**config.mk**
```make
export PLATFORM = sky130hd
export DESIGN_NAME = huffman_canon_dec
export DESIGN_NICKNAME = d
export VERILOG_FILES = /design/src/rtl/huffman_pkg.sv /design/src/rtl/huffman_pack_buf.sv /design/src/rtl/huffman_canon_dec.sv
export SDC_FILE = /design/constraint.sdc
export NUM_CORES = 1
export LEC_CHECK = 0
export BUFFER_PORTS_ARGS = -buffer_cell sky130_fd_sc_hd__buf_2
export CAP_MARGIN = 20
export CORE_ASPECT_RATIO = 2
export CORE_MARGIN = 2
export CORE_UTILIZATION = 50
export CTS_CLUSTER_DIAMETER = 80
export CTS_CLUSTER_SIZE = 20
export DETAILED_ROUTE_END_ITERATION = 12
export PLACE_DENSITY = 0.73
export SYNTH_ARGS = -nofsm -noshare
export SYNTH_HDL_FRONTEND = slang
export SYNTH_SLANG_ARGS = --single-unit
```
**constraint.sdc**
```tcl
create_clock -name clk -period 6.8 [get_ports clk]
set_clock_uncertainty 0.15 [all_clocks]
set_input_delay 0.68 -clock clk [delete_from_list [all_inputs] [get_ports clk]]
set_output_delay 0.68 -clock clk [all_outputs]
set_load 0.03 [all_outputs]
```
**src/rtl/huffman_pkg.sv**
```systemverilog
// Shared defaults, config-select encodings and width helper for the canonical Huffman decoder.
package huffman_pkg;
  localparam int BW_DEF        = 4;
  localparam int NUM_WORDS_DEF = 8;
  localparam int MAX_LEN_DEF   = 10;

  typedef enum logic {CFG_CNT = 1'b0, CFG_SYM = 1'b1} cfg_sel_e;

  // One spare bit so (first+cnt)<<1 at the deepest level cannot overflow.
  function automatic int code_w(input int max_len);
    return max_len + 1;
  endfunction
endpackage

```
**src/rtl/huffman_pack_buf.sv**
```systemverilog
// Symbol packer: assembly buffer filled top slot first, output register with valid/ready,
// and stall generation while a finished word (or a pending flush) waits for the output.
module huffman_pack_buf
  import huffman_pkg::*;
#(
  parameter int BW        = BW_DEF,
  parameter int NUM_WORDS = NUM_WORDS_DEF
) (
  input  logic                    clk,
  input  logic                    reset,
  input  logic                    sym_we_i,
  input  logic [BW-1:0]           sym_i,
  input  logic                    flush_i,
  input  logic                    ready_i,
  output logic [BW*NUM_WORDS-1:0] out_o,
  output logic                    valid_o,
  output logic                    stall_o
);
  localparam int PW = $clog2(NUM_WORDS);
  localparam logic [PW-1:0] TOP = PW'(NUM_WORDS - 1);

  logic [NUM_WORDS-1:0][BW-1:0] buf_q, buf_d, word;
  logic [BW*NUM_WORDS-1:0]      out_q, out_d;
  logic [PW-1:0]                ptr_q, ptr_d;
  logic                         valid_q, valid_d, full_q, full_d, pend_q, pend_d;
  logic                         out_free, nonempty, last_slot, want;

  always_comb begin
    buf_d     = buf_q;
    out_d     = out_q;
    ptr_d     = ptr_q;
    valid_d   = valid_q;
    full_d    = full_q;
    pend_d    = pend_q;
    out_free  = !valid_q || ready_i;
    nonempty  = full_q || (ptr_q != TOP);
    last_slot = sym_we_i && (ptr_q == '0);
    word      = buf_q;
    if (sym_we_i) word[ptr_q] = sym_i;
    if (valid_q && ready_i) valid_d = 1'b0;
    want = last_slot || full_q || ((flush_i || pend_q) && nonempty);
    if (want) begin
      if (out_free) begin
        // Slots never written are still zero, so a flushed word is zero-filled.
        out_d   = word;
        valid_d = 1'b1;
        buf_d   = '0;
        ptr_d   = TOP;
        full_d  = 1'b0;
        pend_d  = 1'b0;
      end else begin
        buf_d  = word;
        full_d = full_q || last_slot;
        pend_d = pend_q || flush_i;
      end
    end else begin
      buf_d  = word;
      pend_d = 1'b0;
      if (sym_we_i) ptr_d = ptr_q - 1'b1;
    end
  end

  always_ff @(posedge clk or posedge reset) begin
    if (reset) begin
      buf_q   <= '0;
      out_q   <= '0;
      ptr_q   <= TOP;
      valid_q <= 1'b0;
      full_q  <= 1'b0;
      pend_q  <= 1'b0;
    end else begin
      buf_q   <= buf_d;
      out_q   <= out_d;
      ptr_q   <= ptr_d;
      valid_q <= valid_d;
      full_q  <= full_d;
      pend_q  <= pend_d;
    end
  end

  assign out_o   = out_q;
  assign valid_o = valid_q;
  assign stall_o = full_q || pend_q;
endmodule

```
**src/rtl/huffman_canon_dec.sv**
```systemverilog
// Programmable canonical-Huffman bit-serial decoder with runtime-loaded cnt/sym tables.
// Optional HUFF_FLUSH_EN: flush pulse emits the partial word and aborts any code in flight.
module huffman_canon_dec
  import huffman_pkg::*;
#(
  parameter  int BW        = BW_DEF,
  parameter  int NUM_WORDS = NUM_WORDS_DEF,
  parameter  int MAX_LEN   = MAX_LEN_DEF,
  localparam int LW        = $clog2(MAX_LEN + 1),
  localparam int AW        = (BW > LW) ? BW : LW
) (
  input  logic                    clk,
  input  logic                    reset,
  input  logic                    in,
  input  logic                    valid_in,
  output logic                    ready_in,
  input  logic                    cfg_we,
  input  logic                    cfg_sel,
  input  logic [AW-1:0]           cfg_addr,
  input  logic [BW:0]             cfg_wdata,
  input  logic                    flush,
  output logic [BW*NUM_WORDS-1:0] out,
  output logic                    valid,
  input  logic                    ready,
  output logic                    err
);
  localparam int CW = code_w(MAX_LEN);

  logic [BW:0]    cnt_q [MAX_LEN+1];
  logic [BW-1:0]  sym_q [2**BW];
  logic [LW-1:0]  len_q, len_d, lp1;
  logic [CW-1:0]  code_q, code_d, first_q, first_d, c, off;
  logic [BW:0]    index_q, index_d, n;
  logic [BW-1:0]  sym_addr;
  logic           err_q, err_d, acc, hit, last, sym_we, stall, flush_en;

`ifdef HUFF_FLUSH_EN
  assign flush_en = flush;
`else
  logic unused_flush;
  assign unused_flush = flush;
  assign flush_en     = 1'b0;
`endif

  assign ready_in = !cfg_we && !stall && !flush_en;
  assign acc      = valid_in && ready_in;

  always_comb begin
    lp1      = len_q + 1'b1;
    n        = cnt_q[lp1];
    c        = code_q | CW'(in);
    off      = c - first_q;
    hit      = off < CW'(n);
    last     = lp1 == LW'(MAX_LEN);
    sym_addr = index_q[BW-1:0] + off[BW-1:0];
    sym_we   = acc && hit;
    len_d    = len_q;
    code_d   = code_q;
    first_d  = first_q;
    index_d  = index_q;
    err_d    = err_q;
    if (flush_en || (acc && (hit || last))) begin
      len_d   = '0;
      code_d  = '0;
      first_d = '0;
      index_d = '0;
      if (acc && !hit) err_d = 1'b1;
    end else if (acc) begin
      index_d = index_q + n;
      first_d = (first_q + CW'(n)) << 1;
      code_d  = c << 1;
      len_d   = lp1;
    end
  end

  always_ff @(posedge clk or posedge reset) begin
    if (reset) begin
      len_q   <= '0;
      code_q  <= '0;
      first_q <= '0;
      index_q <= '0;
      err_q   <= 1'b0;
    end else begin
      len_q   <= len_d;
      code_q  <= code_d;
      first_q <= first_d;
      index_q <= index_d;
      err_q   <= err_d;
    end
  end

  // Table writes; cnt address 0 and anything past MAX_LEN are dropped.
  always_ff @(posedge clk or posedge reset) begin
    if (reset) begin
      for (int i = 0; i <= MAX_LEN; i++) cnt_q[i] <= '0;
      for (int i = 0; i < 2**BW; i++) sym_q[i] <= '0;
    end else if (cfg_we) begin
      if (cfg_sel_e'(cfg_sel) == CFG_CNT) begin
        if (cfg_addr != '0 && cfg_addr <= AW'(MAX_LEN)) cnt_q[cfg_addr] <= cfg_wdata;
      end else if ((cfg_addr >> BW) == '0) begin
        sym_q[cfg_addr[BW-1:0]] <= cfg_wdata[BW-1:0];
      end
    end
  end

  huffman_pack_buf #(.BW(BW), .NUM_WORDS(NUM_WORDS)) u_pack (
    .clk      (clk),
    .reset    (reset),
    .sym_we_i (sym_we),
    .sym_i    (sym_q[sym_addr]),
    .flush_i  (flush_en),
    .ready_i  (ready),
    .out_o    (out),
    .valid_o  (valid),
    .stall_o  (stall)
  );

  assign err = err_q;
endmodule
```
==> impl_summary.log <==
INFO  metric post-route-min-period = 5589 ps
INFO  metric clock_pin_transition_on_the_worst_setup_and_hold_timing_paths = approximately 90 ps
INFO  metric final_antenna_net_count = 0
INFO  metric fin_tns_setup = 0 ps
INFO  metric cts-hold-fix-buffers = 0
INFO  metric via_per_inst = between 5 and 6
INFO  metric number_of_gates_given_a_new_drive_strength_after_cts = 0
INFO  metric grt_overflow = 0
INFO  metric detail_route.wl_per_cell = 19.45 microns
INFO  metric finalCritPeriodShare = ~82%
INFO  metric slew_viol_final = 0
INFO  metric synth_commonest_cells = dfrtp_1, mux2_2, mux2i_1, nor2_1, inv_1
INFO  metric num-fill-cells = between 1500 and 2000
INFO  metric dp_worst_setup_slack = 1222 ps
INFO  metric drv.max_cap_violation_count = 0
INFO  metric total_grt_usage = just over 20%
INFO  metric detailroute.via_count = between 6000 and 7000
INFO  metric ys_warn_count = 0
INFO  metric ys_top_cells_by_area = dfrtp_1, mux2_2, mux2i_1
INFO  metric cp_slowest_stage_delay = about 940 ps
INFO  metric yosys.area.top_type_share = around 50%
INFO  metric distinct_cell_type_count_of_the_synthesized_netlist = 54
INFO  metric initial_antenna_violation_count = 0
INFO  metric synth_enable_flop_cells = 0
INFO  metric path_class = flip-flop to flip-flop
INFO  metric multi_input_comb_area = between 4000 and 5000 sq um
INFO  metric timing.final.setup_violations = 0
INFO  metric synth_area_leader_cell = dfrtp_1
INFO  metric path_cells = buf_4 > ha_1 > buf_4 > mux2_2 > a22o_1 > nand2_1 > o22a_1 > ha_1 > a221oi_1 > o211ai_1 > or4_1 > nor4_4 > a31o_2 > buf_12 > mux2i_1
INFO  metric synth-seq-area-share = between 50% and 60%
INFO  metric p_leak = between 0.005 and 0.006 uW
INFO  metric vdd.ir_drop.worst = about 0.27 mV
INFO  metric worst_ep_arrival_time = roughly 6000 ps
INFO  metric crit_slowest_cell = or4_1
INFO  metric drive_gt1_share = 27.84%
INFO  metric clkSinkCount = between 200 and 250
INFO  metric drt_iter0_markers = around 340
INFO  metric clock_insertion_delay_worst_skew = 480 ps
INFO  metric ys_ff_latch = 217
INFO  metric syn_avg_cell_area = 12.92 sq um
INFO  metric gpl.final_weighted_congestion = between 0.8 and 0.9
INFO  metric initial_utilization = 50.42%
INFO  metric place_hpwl = between 15000 and 20000 microns
INFO  metric port-buffer-count = 50
INFO  metric core_area = ~21000 sq um
INFO  metric number_of_nets_in_the_final_layout = a little over 900
INFO  metric power_total = between 4000 and 5000 uW
INFO  metric final_core_util = approximately 55%
INFO  metric register_area = between 5000 and 6000 sq um
INFO  metric synth_ff_type = dfrtp_1
INFO  metric worst_path_dominant_cell_family = simple AND/OR/NAND/NOR gates
INFO  metric hold_violations = 0
INFO  metric power.density_cell_area = approximately 400 nW/um^2
INFO  metric route.final.wire_length = between 20000 and 25000 microns
INFO  metric area_growth_syn_to_fin = 8.176%
INFO  metric placement_rows = 76
INFO  metric io-pin-count = 52
INFO  metric run_status = completed
INFO  metric drc = 0
INFO  metric rsz_0062_raised_after_global_routing = no
INFO  metric drt_pre_antenna_iters = 4
INFO  metric required = between 7000 and 8000 ps
INFO  metric grt_start_max_net_pins = between 150 and 200
INFO  metric cp_max_fo = 64
INFO  metric hp-class = input pin to async pin
INFO  metric clk_path_buf_depth = 3
INFO  metric antenna_cells = 0
INFO  metric crit_buf_inv = 3
INFO  metric synth_fp_nets = between 800 and 900
INFO  metric cts-buffers-inserted = 14
INFO  metric post_cts.repair.setup_buffers = 0
INFO  metric clock_tree.root_cell = clkbuf_16
INFO  metric end_kind = flip-flop
INFO  metric post_synth_instance_area = about 11000 sq um
INFO  metric worst_slew_pin_slew = 1003 ps
INFO  metric first_pass_grt_wire_length = roughly 37000 microns
INFO  metric die_h = around 210 microns
INFO  metric design.die.area = 22840 sq um
INFO  metric first_global_vias = ~7000
INFO  metric worstSetupStartpointType = flip-flop
INFO  metric worst_slew_margin = between 30% and 40%
INFO  metric synthArstFlopShare = 100.0%
INFO  metric timing.final.ws_setup = ~1200 ps
INFO  metric htree_levels = 1
INFO  metric fmaxAchievable = roughly 180 MHz
INFO  metric cts_tree = built
INFO  metric syn_inst = roughly 840
INFO  metric die-width = between 100 and 150 microns
INFO  metric synth.most_common_cell = dfrtp_1
## kinds of logic (layout without fill, tap and decap cells)
family          Yosys count  count (layout)  share of synthesized area, %
mux                     223             223                         25.32
flops                   217             217                         50.37
simple gates            158             158                         8.385
buf+inv                 100             138                         4.257
compound gates           89              89                         6.240
fa+ha+maj                31              31                         3.874
xor+xnor                 17              17                         1.554
## worst paths after layout
| path | slack [ps] | cells past startpoint | to | from |
|---|---|---|---|---|
| worst max-delay path | 1210 | 15 | u_pack.out_o[22]$_DFFE_PP0P_ | len_q[0]$_DFFE_PP0P_ |
| worst min-delay path | 100 | 2 | sym_q[22]$_DFFE_PP0P_ | reset |
| worst max register to register | 1210 | 15 | u_pack.out_o[22]$_DFFE_PP0P_ | len_q[0]$_DFFE_PP0P_ |
| worst min register to register | 230 | 0 | cnt_q[54]$_DFFE_PP0P_ | cnt_q[54]$_DFFE_PP0P_ |
| max in group asynchronous | 4870 | 4 | cnt_q[39]$_DFFE_PP0P_ | reset |
| min in group clk | 230 | 0 | cnt_q[54]$_DFFE_PP0P_ | cnt_q[54]$_DFFE_PP0P_ |
## final cells by class
class / instances / share of cell area [%]
flip-flops and latches: 217 / 46.56
inverters: 59 / 1.962
repair buffers: 60 / 3.216
clock inverters: 1 / 0.04289
multi-input cells: 518 / 41.98
clock buffers: 18 / 3.313
well taps: 273 / 2.927
## worst reg2reg max path, stage by stage, from the launching register on
cell and delay, ps:
dfrtp_1 380, buf_4 240, ha_1 650, buf_4 290, mux2_2 360, a22o_1 180
nand2_1 60, o22a_1 200, ha_1 260, a221oi_1 320, o211ai_1 140, or4_1 940
nor4_4 470, a31o_2 250, buf_12 300, mux2i_1 310
## power by group
group          total, uW  switching [uW]  internal [uW]  leakage (uW)
sequential          1640             139           1500       0.00286
clock                823             422            401      0.000192
combinational       2260            1300            956       0.00222
## layout by cell type (no fill, tap or decap), drive strengths merged, types with 5 or more instances in the layout
| cell | n |
|---|---|
| dfrtp | 214 |
| mux2 | 119 |
| mux2i | 76 |
| nor2 | 61 |
| buf | 60 |
| inv | 59 |
| nand2 | 29 |
| mux4 | 28 |
| ha | 27 |
| a22o | 23 |
| a21oi | 20 |
| clkbuf | 18 |
| nor2b | 11 |
| xnor2 | 10 |
| nand2b | 10 |
| nor4 | 10 |
| nand3 | 9 |
| nand4 | 9 |
| o32ai | 8 |
| o21ai | 7 |
| xor2 | 7 |
| nor3 | 5 |
| a21o | 5 |
| or4 | 5 |
## registers in the layout (all words and copies together) (netlist names)
register,flops
code_q,10
u_pack.valid_o,1
u_pack.out_o,32
err,1
len_q,4
u_pack.ptr_q,3
u_pack.full_q,1
first_q,10
index_q,4
u_pack.buf_q,32
sym_q,64
cnt_q,55
## metal layers
metal,GRT usage (%),part of all wire [%]
met4,6.454,3.1
met2,39.80,57
met5,0,0
met1,22.10,37
met3,2.032,2.7
## through the flow
step	instances	instance area, sq um	hold slack (ps)
floorplan	835	10790	274.0
global placement	1124	11220	212.5
detailed placement	1124	11220	216.3
CTS	1143	11610	235.5
global route	1146	11670	129.0
finish	1146	11670	95.33
(Power assumes the default switching activity.)
